File: src/rtl/mux_scan_pkg.sv
// Shared types and default sizing for the mux scan sequencer.
package mux_scan_pkg;

    typedef enum logic {
        ST_IDLE  = 1'b0,
        ST_SHIFT = 1'b1
    } scan_state_e;

    localparam int DEF_WIDTH = 16;
    localparam int DEF_SEL_W = 4;

endpackage

File: src/rtl/scan_sel_counter.sv
// Loadable up/down select counter; terminal count marks the final scan position.
module scan_sel_counter #(
    parameter int WIDTH = 16,
    parameter int SEL_W = 4
) (
    input  logic             clk,
    input  logic             rst_n,
    input  logic             load_i,
    input  logic             load_max_i,
    input  logic             en_i,
    input  logic             up_i,
    output logic [SEL_W-1:0] cnt_o,
    output logic             tc_o
);

    localparam logic [SEL_W-1:0] CNT_MAX = SEL_W'(WIDTH - 1);

    logic [SEL_W-1:0] cnt_q;
    logic [SEL_W-1:0] cnt_d;

    always_comb begin
        cnt_d = cnt_q;
        if (load_i) begin
            cnt_d = load_max_i ? CNT_MAX : '0;
        end else if (en_i) begin
            cnt_d = up_i ? (cnt_q + 1'b1) : (cnt_q - 1'b1);
        end
    end

    always_ff @(posedge clk or negedge rst_n) begin
        if (!rst_n) begin
            cnt_q <= '0;
        end else begin
            cnt_q <= cnt_d;
        end
    end

    // Terminal position depends on scan direction; enable is never raised past it.
    assign tc_o  = up_i ? (cnt_q == CNT_MAX) : (cnt_q == '0);
    assign cnt_o = cnt_q;

endmodule

File: src/rtl/mux_scan_sequencer.sv
// Parallel-to-serial sequencer driving an external 16:1 mux with valid/ready/last framing.
module mux_scan_sequencer
    import mux_scan_pkg::*;
#(
    parameter int WIDTH = DEF_WIDTH,
    parameter int SEL_W = DEF_SEL_W
) (
    input  logic             clk,
    input  logic             rst_n,
    input  logic             in_valid,
    output logic             in_ready,
    input  logic [WIDTH-1:0] in_data,
    input  logic             in_lsb_first,
    output logic [WIDTH-1:0] data_inputs,
    output logic [SEL_W-1:0] select_lines,
    input  logic             mux_output,
    output logic             out_valid,
    output logic             out_bit,
    output logic             out_last,
    input  logic             out_ready,
    output logic             busy
);

    scan_state_e      state_q;
    logic [WIDTH-1:0] data_q;
    logic             lsb_first_q;

    logic             tc;
    logic             shifting;
    logic             load;
    logic             beat;
    logic             last_beat;

    assign shifting  = (state_q == ST_SHIFT);
    assign last_beat = shifting && tc && out_ready;
    assign in_ready  = !shifting || last_beat;
    assign load      = in_valid && in_ready;
    assign beat      = shifting && out_ready && !tc;

    always_ff @(posedge clk or negedge rst_n) begin
        if (!rst_n) begin
            state_q     <= ST_IDLE;
            data_q      <= '0;
            lsb_first_q <= 1'b0;
        end else begin
            case (state_q)
                ST_IDLE: begin
                    if (load) begin
                        state_q     <= ST_SHIFT;
                        data_q      <= in_data;
                        lsb_first_q <= in_lsb_first;
                    end
                end
                ST_SHIFT: begin
                    // A word offered on the last beat loads immediately, with no bubble.
                    if (load) begin
                        data_q      <= in_data;
                        lsb_first_q <= in_lsb_first;
                    end else if (last_beat) begin
                        state_q <= ST_IDLE;
                    end
                end
                default: state_q <= ST_IDLE;
            endcase
        end
    end

    scan_sel_counter #(
        .WIDTH (WIDTH),
        .SEL_W (SEL_W)
    ) u_sel_counter (
        .clk        (clk),
        .rst_n      (rst_n),
        .load_i     (load),
        .load_max_i (!in_lsb_first),
        .en_i       (beat),
        .up_i       (lsb_first_q),
        .cnt_o      (select_lines),
        .tc_o       (tc)
    );

    assign data_inputs = data_q;
    assign out_valid   = shifting;
    assign busy        = shifting;
    assign out_last    = shifting && tc;
    assign out_bit     = mux_output;

endmodule

File: config.mk
export PLATFORM = sky130hd
export DESIGN_NAME = mux_scan_sequencer
export DESIGN_NICKNAME = d
export VERILOG_FILES = /design/src/rtl/mux_scan_pkg.sv /design/src/rtl/scan_sel_counter.sv /design/src/rtl/mux_scan_sequencer.sv
export SDC_FILE = /design/constraint.sdc
export NUM_CORES = 1
export LEC_CHECK = 0
export ABC_AREA = 1
export CAP_MARGIN = 15
export CORE_MARGIN = 1.5
export CORE_UTILIZATION = 41
export CTS_BUF_LIST = sky130_fd_sc_hd__clkbuf_4 sky130_fd_sc_hd__clkbuf_8 sky130_fd_sc_hd__clkbuf_16
export DETAILED_ROUTE_END_ITERATION = 8
export HOLD_SLACK_MARGIN = 0.06
export PLACE_DENSITY_LB_ADDON = 0.1
export SETUP_SLACK_MARGIN = 0.5
export SLEW_MARGIN = 20
export SYNTH_ARGS = -nofsm -noshare
export SYNTH_HDL_FRONTEND = slang
export SYNTH_SLANG_ARGS = --single-unit
File: constraint.sdc
create_clock -name clk -period 1.63 [get_ports clk]
set_clock_uncertainty 0.1 [all_clocks]
set_input_delay 0.326 -clock clk [delete_from_list [all_inputs] [get_ports clk]]
set_output_delay 0.326 -clock clk [all_outputs]
set_load 0.005 [all_outputs]
# After elaboration in Yosys (flattened, before gate mapping)
# Cells that the tools add are included.
# word_totals
regBits	22
inputBits	22
out_inout_bits	25
# op_classes
addsub	2
n_eq_ne	1
mux	11
n_bitwise	1
n_reduce_logical	10
# ops
operator	n
2-to-1 mux 16 bit	1
2-to-1 mux 4 bit	4
logical AND 1 bit	5
2-to-1 mux 1 bit	5
adder 4 x 1 -> 4 bit, second input constant	1
equality test 4 bit, second input constant	1
logical NOT 4 bit	1
subtractor 4 x 1 -> 4 bit, second input constant	1
logical NOT 1 bit	2
one-hot mux 1 bit (2 select lines)	1
nonzero test 2 bit	1
logical OR 1 bit	1
inverter 1 bit	1

# Depth between registers and ports, before layout
# depth
depth_word	8
ltp_mapped	10
ltp_nobuf	9

# Cells and area by module
# From an unflattened synthesis, not the netlist that was laid out.
# hier_totals
hier_cells	136
area_unflattened_um2	1113.6
# modules_own_cells
module	n_inst	cells_each	area_per_inst_um2	seq_area_each_um2
mux_scan_sequencer	1	87	784.5	450.4
scan_sel_counter	1	49	329.1	100.1

# Least setup slack after synthesis
# No wires, ideal clock.
# synth_path
path_kind	reg-to-output
startpoint	register u_sel_counter.cnt_q[0] (netlist: u_sel_counter.cnt_o[0])
endpoint	output in_ready
t_arrival_ns	1.086
t_required_ns	1.204
slack_ns	0.118
path_stages_with_launch	7
cell_sequence	dfrtp_1 > nand2_1 > nor2_1 > nand2_1 > a21boi_0 > nand2_1 > nand2_1
# synth_via
elab_chain_len	5
word_cells_on_any_way	6
# synth_rtl
element	line	text
start: declaration	scan_sel_counter.sv:18	logic [SEL_W-1:0] cnt_q;
start signal: assignment	scan_sel_counter.sv:34	cnt_q <= cnt_d;
equality test 4 bit / logical NOT 4 bit (equally long branches)	scan_sel_counter.sv:39	assign tc_o = up_i ? (cnt_q == CNT_MAX) : (cnt_q == '0);
2-to-1 mux 1 bit (*)	scan_sel_counter.sv:39	
logical AND 1 bit (*)	--	
net out_last	mux_scan_sequencer.sv:19	output logic out_last,
logical AND 1 bit (*)	mux_scan_sequencer.sv:35	assign last_beat = shifting && tc && out_ready;
logical OR 1 bit (*)	mux_scan_sequencer.sv:36	assign in_ready = !shifting || last_beat;
end: declaration	mux_scan_sequencer.sv:11	output logic in_ready,
# Mark *: on every way through the listed nets, which the timed path passes. The rest lies on a longest branch.

# Final worst setup path
# layout_path
startpoint	register u_sel_counter.cnt_q[3] (netlist: u_sel_counter.cnt_o[3])
endpoint	output in_ready
# layout_via
elab_chain_len	5
word_cells_on_any_way	6
# layout_rtl
element	line
equality test 4 bit / logical NOT 4 bit (equally long branches)	scan_sel_counter.sv:39
2-to-1 mux 1 bit (*)	scan_sel_counter.sv:39
logical AND 1 bit (*) (2 in a row)	mux_scan_sequencer.sv:35
logical OR 1 bit (*)	mux_scan_sequencer.sv:36
# Mark *: on every way between the ends. The rest lies on a longest branch, timed or not.

==> flow_summary_export.csv <==
group,metric,value,unit
outcome,run_status,"finished, violations left",
outcome,violations,"negative setup slack",
critical_path,timing.critical_path.arrival,1560,ps
timing,grt_setup_unrepaired,"yes",
clock_network,h_tree_levels,1,
logic_synthesis,syn-instance-count,129,
timing,final-max-slew-violation-count,0,
critical_path,critical_path_required_time,1200,ps
timing,worst_slew_margin_rel,0.791,
timing,period_share,1.22,
detailed_routing,drc_errors,0,
global_routing,global_route.usage.total,0.260,
detailed_routing,vias,1296,
cells_and_area,finalNetCount,251,
critical_path,worstRegToRegCells,13,
cells_and_area,area.growth.synth_to_final,101,%
clock_network,cts-root-buf,"sky130_fd_sc_hd__clkbuf_4",
critical_path,r2r_setup_slack,-340,ps
die,initial_utilization,0.436,
clock_network,clock_sink_count,22,
pwr,seqPwrFrac,0.264,
cells_and_area,most_common_cell_after_layout_fill_and_taps_aside,"sky130_fd_sc_hd__buf_6",
die,std_cell_rows,18,
global_routing,grt_pass1_vias,1162,
detailed_routing,detail_route.wirelength,4240,um
placed_design,post-dp-hpwl,1820,um
clock_network,clkTransAtPathRegs,130,ps
critical_path,critPathCaptureType,"output port",
detailed_routing,wl_per_cell,16.6,um
pwr,power.leakage,1.16,nW
critical_path,r2r-end,"busy$_DFF_PN0_",
critical_path,critPathLaunchType,"flop",
logic_synthesis,ys_seq_area_frac,0.505,
timing,tightest_slew,312,ps
logic_synthesis,synth-warning-count,0,
clock_network,clk_path_buf_depth,2,
critical_path,regToRegStartpoint,"u_sel_counter.cnt_o[3]$_DFFE_PN0P_",
pwr,pwr-share-clk,0.076,
pwr,peakVddDrop,1.48,mV
cells_and_area,final.fill_count,121,
logic_synthesis,synthesis.area,1090,um2
clock_network,tritoncts,"yes",
die,die_area,2980,um2
hold_path,holdCritPathClass,"input pin to asynchronous set/reset pin",
logic_synthesis,mappedNetlistNets,154,
run,maxCapViolations,0,
cells_and_area,post-route-util,0.879,
die,die_height,54.6,um
timing,setup_slack,-360,ps
timing,finalSetupViolations,24,
logic_synthesis,flop_and_latch_count_out_of_synthesis,22,
die,dieWidth,54.6,um
placed_design,dp.cells,213,
pwr,pwr-share-comb,0.659,
critical_path,timing.critical_path.fanout_max,4,
critical_path,critical_setup_path_kind,"flop to output port",
logic_synthesis,synth.avg_cell_area,8.46,um2
clock_network,cts_hold_buf,0,
placed_design,placement.io_buffers,44,
cells_and_area,stdcell_count,255,
cells_and_area,drive_above_1_share,0.524,
timing,hold_violations,0,
pwr,power_density_relative_to_cell_area,1670,nW/um2
detailed_routing,routed_via_density,5.08,
die,design.portCount,47,
detailed_routing,post_route_antenna_net_violation_count,0,
cells_and_area,num_antenna_cells,0,
timing,max_freq,502,MHz
detailed_routing,first_iter_violations,24,
timing,shortest_period_the_worst_path_allows,1990,ps
pwr,pint,0.00225,W
clock_network,cts_made_buffers,3,
global_routing,wire_length_of_the_first_global_routing_pass,5290,um
pwr,power_switching,0.00141,W
cells_and_area,layout.cells.most_common_list,"sky130_fd_sc_hd__buf_6, sky130_fd_sc_hd__nand2_1, sky130_fd_sc_hd__buf_4",
die,core_area,2500,um2
global_routing,globalRouteOverflowTotal,0,
pwr,switching_share,0.386,
global_routing,grt_max_degree,23,
logic_synthesis,synthDistinctLibCells,21,
clock_network,clock_latency_at_the_later_pin_of_the_worst_skew_pair,300,ps
placed_design,routabilityCongestion,0.802,
global_routing,antenna_found_initial,0,
detailed_routing,drt_first_pass_iters,4,
[registers in the layout (all words and copies together) (netlist names)]
| signal | cells |
|---|---|
| u_sel_counter.cnt_o | 4 |
| data_inputs | 16 |
| lsb_first_q | 1 |
| busy | 1 |
[per-stage QoR]
step / TNS (ps) / total power, W / area [um2] / hold WS (ps) / setup slack [ps]
finish: -4130 / 0.00366 / 2200 / 259 / -360
global route: -5170 / 0.00388 / 2200 / 286 / -408
CTS: -565 / 0.00314 / 2030 / 262 / -176
detailed placement: -2000 / 0.00248 / 1690 / 374 / -234
global placement: -1310 / 0.00242 / 1690 / 365 / -210
floorplan: 0 / 0.00165 / 1130 / -69.6 / 202
[area by class of cell]
type / instances / area, um2 / area share
Clock buffer: 4 / 30.0 / 0.0137
Inverter: 23 / 93.8 / 0.0427
Multi-Input combinational cell: 79 / 556 / 0.253
Sequential cell: 22 / 554 / 0.252
Tap cell: 30 / 37.5 / 0.0171
Timing Repair Buffer: 97 / 926 / 0.421
[critical path, stage by stage (launching register included)]
cell and delay (ps):
sky130_fd_sc_hd__dfrtp_2 470, sky130_fd_sc_hd__nor2_2 200, sky130_fd_sc_hd__nand3_2 120, sky130_fd_sc_hd__a21boi_2 180, sky130_fd_sc_hd__nand2_1 90, sky130_fd_sc_hd__nand2_2 80, sky130_fd_sc_hd__buf_2 120
[worst max-delay path by stage]
stage,startpoint,slack [ps],endpoint,cells after the start
2_1_floorplan,u_sel_counter.cnt_o[2]$_DFFE_PN0P_,200,u_sel_counter.cnt_o[2]$_DFFE_PN0P_,9
3_3_place_gp,out_ready,-210,in_ready,4
3_5_place_dp,out_ready,-230,in_ready,4
4_1_cts,lsb_first_q$_DFFE_PN0P_,-180,in_ready,6
5_1_grt,u_sel_counter.cnt_o[3]$_DFFE_PN0P_,-410,in_ready,6
6_report,u_sel_counter.cnt_o[3]$_DFFE_PN0P_,-360,in_ready,6
[power groups by stage]
stage                     Combinational (W)  Clock (W)  Sequential (W)
final                               0.00241   0.000279        0.000968
after global placement              0.00149          0        0.000922
after floorplan                    0.000666          0        0.000989
after global routing                0.00260   0.000298        0.000985
after CTS                           0.00193   0.000276        0.000926
after detailed placement            0.00154          0        0.000934
[synth_stat cells, drive strengths merged]
cell type  instances  area (um2)
nand2             40         150
inv               23        86.3
dfrtp             22         551
o21ai             17        85.1
buf                6        47.5
nand3              4        37.5
nor2               4        15.0
o211ai             4        30.0
a21boi             2        15.0
ha                 2        25.0
a21oi              1        5.00
fa                 1        20.0
nand4              1        6.26
xnor2              1        8.76
xor2               1        8.76
[repair_timing]
action	in CTS	in global routing
pin swaps	11	9
gates resized for setup	134	31
buffers inserted	22	13
cloned	3	0
endpoints found under the hold margin	0	0
endpoints found under the setup margin	46	46
[logic make-up after synthesis]
kind of cell | Yosys count | share of synthesized area
DFF | 22 | 0.505
AOI/OAI and AO/OA | 24 | 0.124
xor gates and xnor gates | 2 | 0.0161
and+or+nand+nor | 49 | 0.192
buffers and inverters | 29 | 0.123
adders and majority gates | 3 | 0.0413
[layer usage]
| layer | vias to the layer above | GRT usage | part of all wire |
|---|---|---|---|
| li1 | 594 | - | - |
| met1 | 617 | 0.274 | 0.36 |
| met2 | 69 | 0.498 | 0.54 |
| met3 | 16 | 0.0437 | 0.053 |
| met4 | 0 | 0.108 | 0.044 |
| met5 | - | 0 | 0 |
(Power assumes the default switching activity.)
